==> config.mk <==
export PLATFORM = sky130hd
export DESIGN_NAME = cnc_stepgen_bank
export DESIGN_NICKNAME = d
export VERILOG_FILES = /design/src/rtl/cnc_stepgen_bank.sv
export SDC_FILE = /design/constraint.sdc
export NUM_CORES = 2
export LEC_CHECK = 0
export BUFFER_PORTS_ARGS = -buffer_cell sky130_fd_sc_hd__buf_2
export CORE_MARGIN = 4
export CORE_UTILIZATION = 50
export DETAILED_ROUTE_END_ITERATION = 8
export GPL_TIMING_DRIVEN = 0
export PLACE_DENSITY = 0.68
export SYNTH_ARGS = -nofsm -noshare
export SYNTH_HDL_FRONTEND = slang
export SYNTH_SLANG_ARGS = --single-unit
==> constraint.sdc <==
create_clock -name clk -period 5.4 [get_ports clk]
set_input_delay 1.08 -clock clk [delete_from_list [all_inputs] [get_ports clk]]
set_output_delay 1.08 -clock clk [all_outputs]
set_load 0.01 [all_outputs]
==> src/rtl/cnc_stepgen_bank.sv <==
// N-channel step/direction generator bank with an Avalon-MM register slave.
// Optional read-stroked watchdog: define CNC_STEPGEN_WDOG_EN to build it in.
module cnc_stepgen_bank #(
  parameter int N_CH       = 5,
  parameter int STEP_HI    = 100,
  parameter int DIR_SETUP  = 50,
  parameter int WD_TIMEOUT = 50000000
) (
  input  logic            clk,
  input  logic            reset_n,
  input  logic            chipselect,
  input  logic            read,
  input  logic            write,
  input  logic [5:0]      address,
  input  logic [31:0]     writedata,
  output logic [31:0]     readdata,
  output logic [N_CH-1:0] osteps,
  output logic [N_CH-1:0] odirs,
  output logic            wd_bite
);

  typedef enum logic [1:0] {
    ST_IDLE  = 2'd0,
    ST_SETUP = 2'd1,
    ST_HIGH  = 2'd2
  } state_e;

  localparam logic [31:0] HI_LOAD    = 32'(STEP_HI - 1);
  localparam logic [31:0] SETUP_LOAD = 32'(DIR_SETUP - 1);

  // Avalon-MM slave: a transfer is chipselect plus read or write in one cycle,
  // no wait states; readdata is registered and valid one cycle after the read.
  logic wr, rd, wr_ctrl, wr_status;
  assign wr        = chipselect & write;
  assign rd        = chipselect & read;
  assign wr_ctrl   = wr && (address == 6'h10);
  assign wr_status = wr && (address == 6'h11);

  logic [N_CH-1:0] dir_req_q, en_q, missed_q, miss_set, busy;
  logic [31:0]     period_w [N_CH];
  logic [31:0]     pos_w    [N_CH];
  state_e          ch_state [N_CH];
  logic [31:0]     readdata_q, rd_data;
  logic            wd_mask, wd_bite_w;

`ifdef CNC_STEPGEN_WDOG_EN
  localparam logic [31:0] WD_LIM  = 32'(WD_TIMEOUT);
  localparam logic [31:0] WD_LAST = 32'(WD_TIMEOUT - 1);

  logic [31:0] wd_cnt_q;
  logic        wd_bite_q, wd_clr, wd_hit;

  assign wd_clr = wr_status & writedata[0];
  assign wd_hit = !rd && (wd_cnt_q == WD_LAST);

  always_ff @(posedge clk or negedge reset_n) begin
    if (!reset_n) begin
      wd_cnt_q  <= 32'd0;
      wd_bite_q <= 1'b0;
    end else begin
      // Counter saturates at the limit so an expired dog cannot re-arm by wrapping.
      if (wd_clr || rd)          wd_cnt_q <= 32'd0;
      else if (wd_cnt_q != WD_LIM) wd_cnt_q <= wd_cnt_q + 32'd1;
      if (wd_hit)      wd_bite_q <= 1'b1;
      else if (wd_clr) wd_bite_q <= 1'b0;
    end
  end

  assign wd_mask   = wd_bite_q;
  assign wd_bite_w = wd_bite_q;
`else
  assign wd_mask   = 1'b0;
  assign wd_bite_w = 1'b0;
`endif

  assign wd_bite  = wd_bite_w;
  assign readdata = readdata_q;

  for (genvar i = 0; i < N_CH; i++) begin : g_ch
    logic [31:0] period_q, cnt_q, pos_q, timer_q;
    state_e      state_q;
    logic        pending_q, osteps_q, odirs_q;
    logic        run, fire, go, wr_period, wr_pos, enter_high;

    assign wr_period = wr && (address == 6'(i));
    assign wr_pos    = wr && (address == 6'(32 + i));
    assign run       = en_q[i] && !wd_mask && (period_q != 32'd0);
    // >= so that shrinking PERIOD below the running count fires promptly.
    assign fire      = run && (cnt_q >= period_q - 32'd1);
    assign go        = fire || (pending_q && run);
    assign enter_high = (state_q == ST_IDLE && go && dir_req_q[i] == odirs_q) ||
                        (state_q == ST_SETUP && timer_q == 32'd0);
    assign miss_set[i] = fire && (state_q != ST_IDLE) && pending_q;

    always_ff @(posedge clk or negedge reset_n) begin
      if (!reset_n) begin
        period_q  <= 32'd0;
        cnt_q     <= 32'd0;
        pos_q     <= 32'd0;
        timer_q   <= 32'd0;
        state_q   <= ST_IDLE;
        pending_q <= 1'b0;
        osteps_q  <= 1'b0;
        odirs_q   <= 1'b0;
      end else begin
        if (wr_period) period_q <= writedata;
        cnt_q <= (!run || fire) ? 32'd0 : cnt_q + 32'd1;
        if (!run || state_q == ST_IDLE) pending_q <= 1'b0;
        else if (fire)                  pending_q <= 1'b1;
        // A bus write to POS takes priority over the step's +-1.
        if (wr_pos)          pos_q <= writedata;
        else if (enter_high) pos_q <= odirs_q ? pos_q + 32'd1 : pos_q - 32'd1;
        case (state_q)
          ST_IDLE: begin
            if (go) begin
              if (dir_req_q[i] != odirs_q) begin
                odirs_q <= dir_req_q[i];
                timer_q <= SETUP_LOAD;
                state_q <= ST_SETUP;
              end else begin
                timer_q  <= HI_LOAD;
                osteps_q <= 1'b1;
                state_q  <= ST_HIGH;
              end
            end
          end
          ST_SETUP: begin
            if (timer_q == 32'd0) begin
              timer_q  <= HI_LOAD;
              osteps_q <= 1'b1;
              state_q  <= ST_HIGH;
            end else begin
              timer_q <= timer_q - 32'd1;
            end
          end
          ST_HIGH: begin
            if (timer_q == 32'd0) begin
              osteps_q <= 1'b0;
              state_q  <= ST_IDLE;
            end else begin
              timer_q <= timer_q - 32'd1;
            end
          end
          default: begin
            osteps_q <= 1'b0;
            state_q  <= ST_IDLE;
          end
        endcase
      end
    end

    assign period_w[i] = period_q;
    assign pos_w[i]    = pos_q;
    assign ch_state[i] = state_q;
    assign busy[i]     = (state_q != ST_IDLE);
    assign osteps[i]   = osteps_q;
    assign odirs[i]    = odirs_q;
  end

  always_comb begin
    rd_data = 32'd0;
    for (int k = 0; k < N_CH; k++) begin
      if (address == 6'(k))      rd_data = period_w[k];
      if (address == 6'(32 + k)) rd_data = pos_w[k];
    end
    if (address == 6'h10) rd_data = {16'd0, 8'(en_q), 8'(dir_req_q)};
    if (address == 6'h11) rd_data = {8'd0, 8'(busy), 8'(missed_q), 7'd0, wd_bite_w};
  end

  always_ff @(posedge clk or negedge reset_n) begin
    if (!reset_n) begin
      dir_req_q  <= '0;
      en_q       <= '0;
      missed_q   <= '0;
      readdata_q <= 32'd0;
    end else begin
      if (wr_ctrl) begin
        dir_req_q <= writedata[N_CH-1:0];
        en_q      <= writedata[8 +: N_CH];
      end
      // New missed events win over a coincident write-1-to-clear.
      missed_q <= (missed_q & ~(wr_status ? writedata[8 +: N_CH] : '0)) | miss_set;
      if (rd) readdata_q <= rd_data;
    end
  end

endmodule

==> results.sh <==
export IMPL_io_pins=86
export IMPL_startpoint_type="register"
export IMPL_rsz0062_at_grt="true"
export IMPL_cp_arrival_ps=5900
export IMPL_htreeDepth=3
export IMPL_path_class="reg2reg"
export IMPL_drtPass1Iterations=9
export IMPL_clock_latency_ps=680
export IMPL_grt_max_degree=115
export IMPL_syn_inst=5458
export IMPL_globalplace_congestion=1.04
export IMPL_status="finished, violations left"
export IMPL_yosys_cell_types_count=92
export IMPL_setup_viol=0
export IMPL_critPathBufInv=2
export IMPL_nNetsFinal=6048
export IMPL_worst_path_max_delay_cell="or4_4"
export IMPL_start_util_pct=50.5
export IMPL_grt_overflow_total=0
export IMPL_crit_path_frequent_cell="nor3_4"
export IMPL_max_clock_freq_ghz=0.188
export IMPL_grt_pass1_wl_um=252000
export IMPL_setup_ws_ps=79.1
export IMPL_cp_top_family="simple AND/OR/NAND/NOR gates"
export IMPL_syn_nets=5849
export IMPL_area_delta_synth_final_pct=12.8
export IMPL_synth_seq_area_share_pct=37.2
export IMPL_dieHeight_um=318
export IMPL_core_area_um2=95000
export IMPL_post_route_period_util_pct=98.5
export IMPL_fillers=8608
export IMPL_ys_warnings_count=0
export IMPL_rows=113
export IMPL_holdWs_ps=228
export IMPL_worst_pin_slew_ps=1610
export IMPL_path_clk_slew_ps=70
export IMPL_synth_seq_cells=712
export IMPL_hold_viol_final=0
export IMPL_dp_slack_ps=-1510
export IMPL_power_density_nw_per_um2=379
export IMPL_vias_per_cell=6.28
export IMPL_antenna_found_initial=12
export IMPL_cts_tree="yes"
export IMPL_die_area_um2=101000
export IMPL_vias=43900
export IMPL_clk_path_buf_depth=3
export IMPL_cp_required_ps=5980
export IMPL_syn_area_um2=48000
export IMPL_portBuffers=61
export IMPL_fin_crit_ps=5320
export IMPL_grt_pass1_vias=40800
export IMPL_post_route_drc_count=7
export IMPL_final_antenna_net_count=0
export IMPL_initialDrtViolationCount=4994
export IMPL_min_path_type="in2async"
export IMPL_clock_root_buffer="clkbuf_16"
export IMPL_slew_viol_final=34
export IMPL_postRouteWirelength_um=166000
export IMPL_regArea_um2=17800
export IMPL_track_usage_pct=31.8
export IMPL_wl_per_cell_um=23.7
export IMPL_max_cap_viol_count=4
export IMPL_syn_mean_instance_area_um2=8.79
export IMPL_clock_skew_ps=31.9
export IMPL_max_stage_delay_ps=490
export IMPL_hpwl_um=121000
export IMPL_p_leak_nw=23.5
export IMPL_numCtsBuffers=84
export IMPL_endpoint_kind="register"
export IMPL_cp_max_fo=10
export IMPL_ys_async_sr_fraction_pct=100
export IMPL_multiInputGateArea_um2=29300
export IMPL_drive_gt1_share_pct=11.4
export IMPL_synth_main_ff_cell="dfrtp_1"
export IMPL_synth_edf_count=0
export IMPL_clkSinkCount=712
export IMPL_crit_chain="nor3_4 > nand2_2 > nor3_4 > nand2_2 > or2_4 > or4_4 > nor3_4 > nand2b_1 > or4_4 > nor3_4 > xnor2_2 > ha_1 > nand4_1 > o221ai_2 > nor4_2 > o211ai_1 > nand3_4 > buf_4 > o21ai_0 > clkbuf_4 > nand2_1 > a31oi_1"
export IMPL_slew_headroom_pct=-7.12
export IMPL_finalPower_mw=20.5
export IMPL_die_w_um=318
export IMPL_violations="design-rule violations, max-capacitance violations, max-slew violations"
export IMPL_ir_worst_vdd_mv=0.339
synth_stat cells, drive strengths merged (40+ instances only):
library cell  instances  share of area (%)
nor2                732                5.7
dfrtp               712                 37
nand2               459                3.6
a21oi               405                4.2
o21ai               399                4.2
ha                  343                8.9
xnor2               254                4.6
xor2                206                3.8
mux2                171                4.0
clkbuf              166                1.3
nand3               158                1.7
nor3                152                1.7
a21o                118                1.8
inv                 108               0.85
and3                 81                1.1
or3                  74               0.99
buf                  69               0.74
nand2b               60               0.78
nor4                 60               0.84
a31oi                59               0.77
nand4                56               0.73
mux2i                42               0.88
o31ai                40               0.63
metrics by stage:
step	area, um^2	TNS [ps]	std cells	utilization, %
6_report	54100	0	7000	56.9
5_1_grt	54100	-957	6993	56.9
4_1_cts	53600	0	6971	56.4
3_5_place_dp	50100	-205560	6796	52.8
3_3_place_gp	49800	-8916490	6784	52.5
2_1_floorplan	48000	0	5458	-
kinds of logic after synthesis:
| group | Yosys count | share of synthesized area, % |
|---|---|---|
| xor+xnor | 460 | 8.40 |
| simple gates | 1985 | 19.4 |
| buf+inv | 343 | 2.88 |
| compound gates | 1396 | 18.1 |
| mux | 213 | 4.89 |
| fa+ha+maj | 348 | 9.16 |
| other cells | 1 | 0.00782 |
| flops | 712 | 37.2 |
sequential cells by signal (all words and copies together) (netlist names), 10 cells and up:
register	cells
g_ch.cnt_q	160
g_ch.period_q	160
g_ch.pos_q	160
g_ch.state_q	10
g_ch.timer_q	160
readdata	32
routing by layer:
metal / wire length (um) / global-route usage, % / vias to the layer above
met1: 70400 / 45.2 / 21400
met2: 68400 / 45.6 / 1964
met3: 17600 / 7.81 / 484
met5: 0 / 0 / -
li1: - / - / 20100
met4: 9780 / 15.2 / 0
what timing repair did:
item	4_1_cts	5_1_grt
hold buffers	0	0
gates cloned	0	1
setup buffers	21	19
endpoints found under the setup margin	396	357
hold endpoints to repair	0	0
resized for setup	71	118
pin swaps	11	18
report_power, final:
group	internal, mW	switching, mW	total, mW
Combinational	2.80	4.30	7.09
Sequential	6.12	1.07	7.19
Clock	3.74	2.46	6.21
cell usage in the layout, fill, tap and decap left out, types with 23 or more instances in the layout:
| master | instances |
|---|---|
| a211o_1 | 23 |
| a211oi_1 | 29 |
| a21o_1 | 117 |
| a21oi_1 | 400 |
| a221oi_1 | 27 |
| a22oi_1 | 31 |
| a31oi_1 | 59 |
| and2_1 | 36 |
| and3_1 | 81 |
| buf_2 | 88 |
| buf_4 | 61 |
| clkbuf_1 | 147 |
| clkbuf_16 | 87 |
| dfrtp_1 | 706 |
| ha_1 | 343 |
| inv_1 | 107 |
| mux2_2 | 171 |
| mux2i_1 | 42 |
| nand2_1 | 454 |
| nand2b_1 | 58 |
| nand3_1 | 154 |
| nand4_1 | 56 |
| nor2_1 | 726 |
| nor2b_1 | 31 |
| nor3_1 | 137 |
| nor4_1 | 44 |
| o21a_1 | 28 |
| o21ai_0 | 386 |
| o22ai_1 | 39 |
| o31ai_1 | 35 |
| or3_1 | 67 |
| xnor2_1 | 253 |
| xor2_1 | 206 |
area by class of cell:
| type | instances | area share (%) |
|---|---|---|
| flip-flops and latches | 712 | 32.9 |
| repair buffers | 114 | 1.63 |
| plain buffers | 233 | 2.01 |
| diodes | 8 | 0.0370 |
| clock inverters | 42 | 1.02 |
| clock buffers | 114 | 4.51 |
| inverters | 108 | 0.756 |
| well taps | 1265 | 2.93 |
| repair inverters | 1 | 0.00925 |
| multi-input cells | 4403 | 54.2 |
worst reg2reg max path, cell delays in order, from the launching register on:
cell and delay, ps:
dfrtp_2 450, nor3_4 240, nand2_2 110, nor3_4 190
nand2_2 80, or2_4 230, or4_4 490, nor3_4 160
nand2b_1 130, or4_4 460, nor3_4 160, xnor2_2 100
ha_1 310, nand4_1 140, o221ai_2 290, nor4_2 80
o211ai_1 180, nand3_4 170, buf_4 170, o21ai_0 460
clkbuf_4 380, nand2_1 80, a31oi_1 170
worst paths after layout:
kind                                                      start                               to  slack, ps  cells after the start
worst max-delay path            g_ch[2].period_q[2]$_DFFE_PN0P_     g_ch[2].pos_q[1]$_DFFE_PN0P_         80                     22
max in group asynchronous                               reset_n      g_ch[4].cnt_q[28]$_DFF_PN0_       3330                      4
worst max register to register  g_ch[2].period_q[2]$_DFFE_PN0P_     g_ch[2].pos_q[1]$_DFFE_PN0P_         80                     22
worst min-delay path                                    reset_n       g_ch[0].cnt_q[1]$_DFF_PN0_        230                      1
worst min register to register  g_ch[1].timer_q[22]$_DFFE_PN0P_  g_ch[1].timer_q[22]$_DFFE_PN0P_        470                      2
min in group clk                g_ch[1].timer_q[22]$_DFFE_PN0P_  g_ch[1].timer_q[22]$_DFFE_PN0P_        470                      2
(Power assumes the default switching activity.)
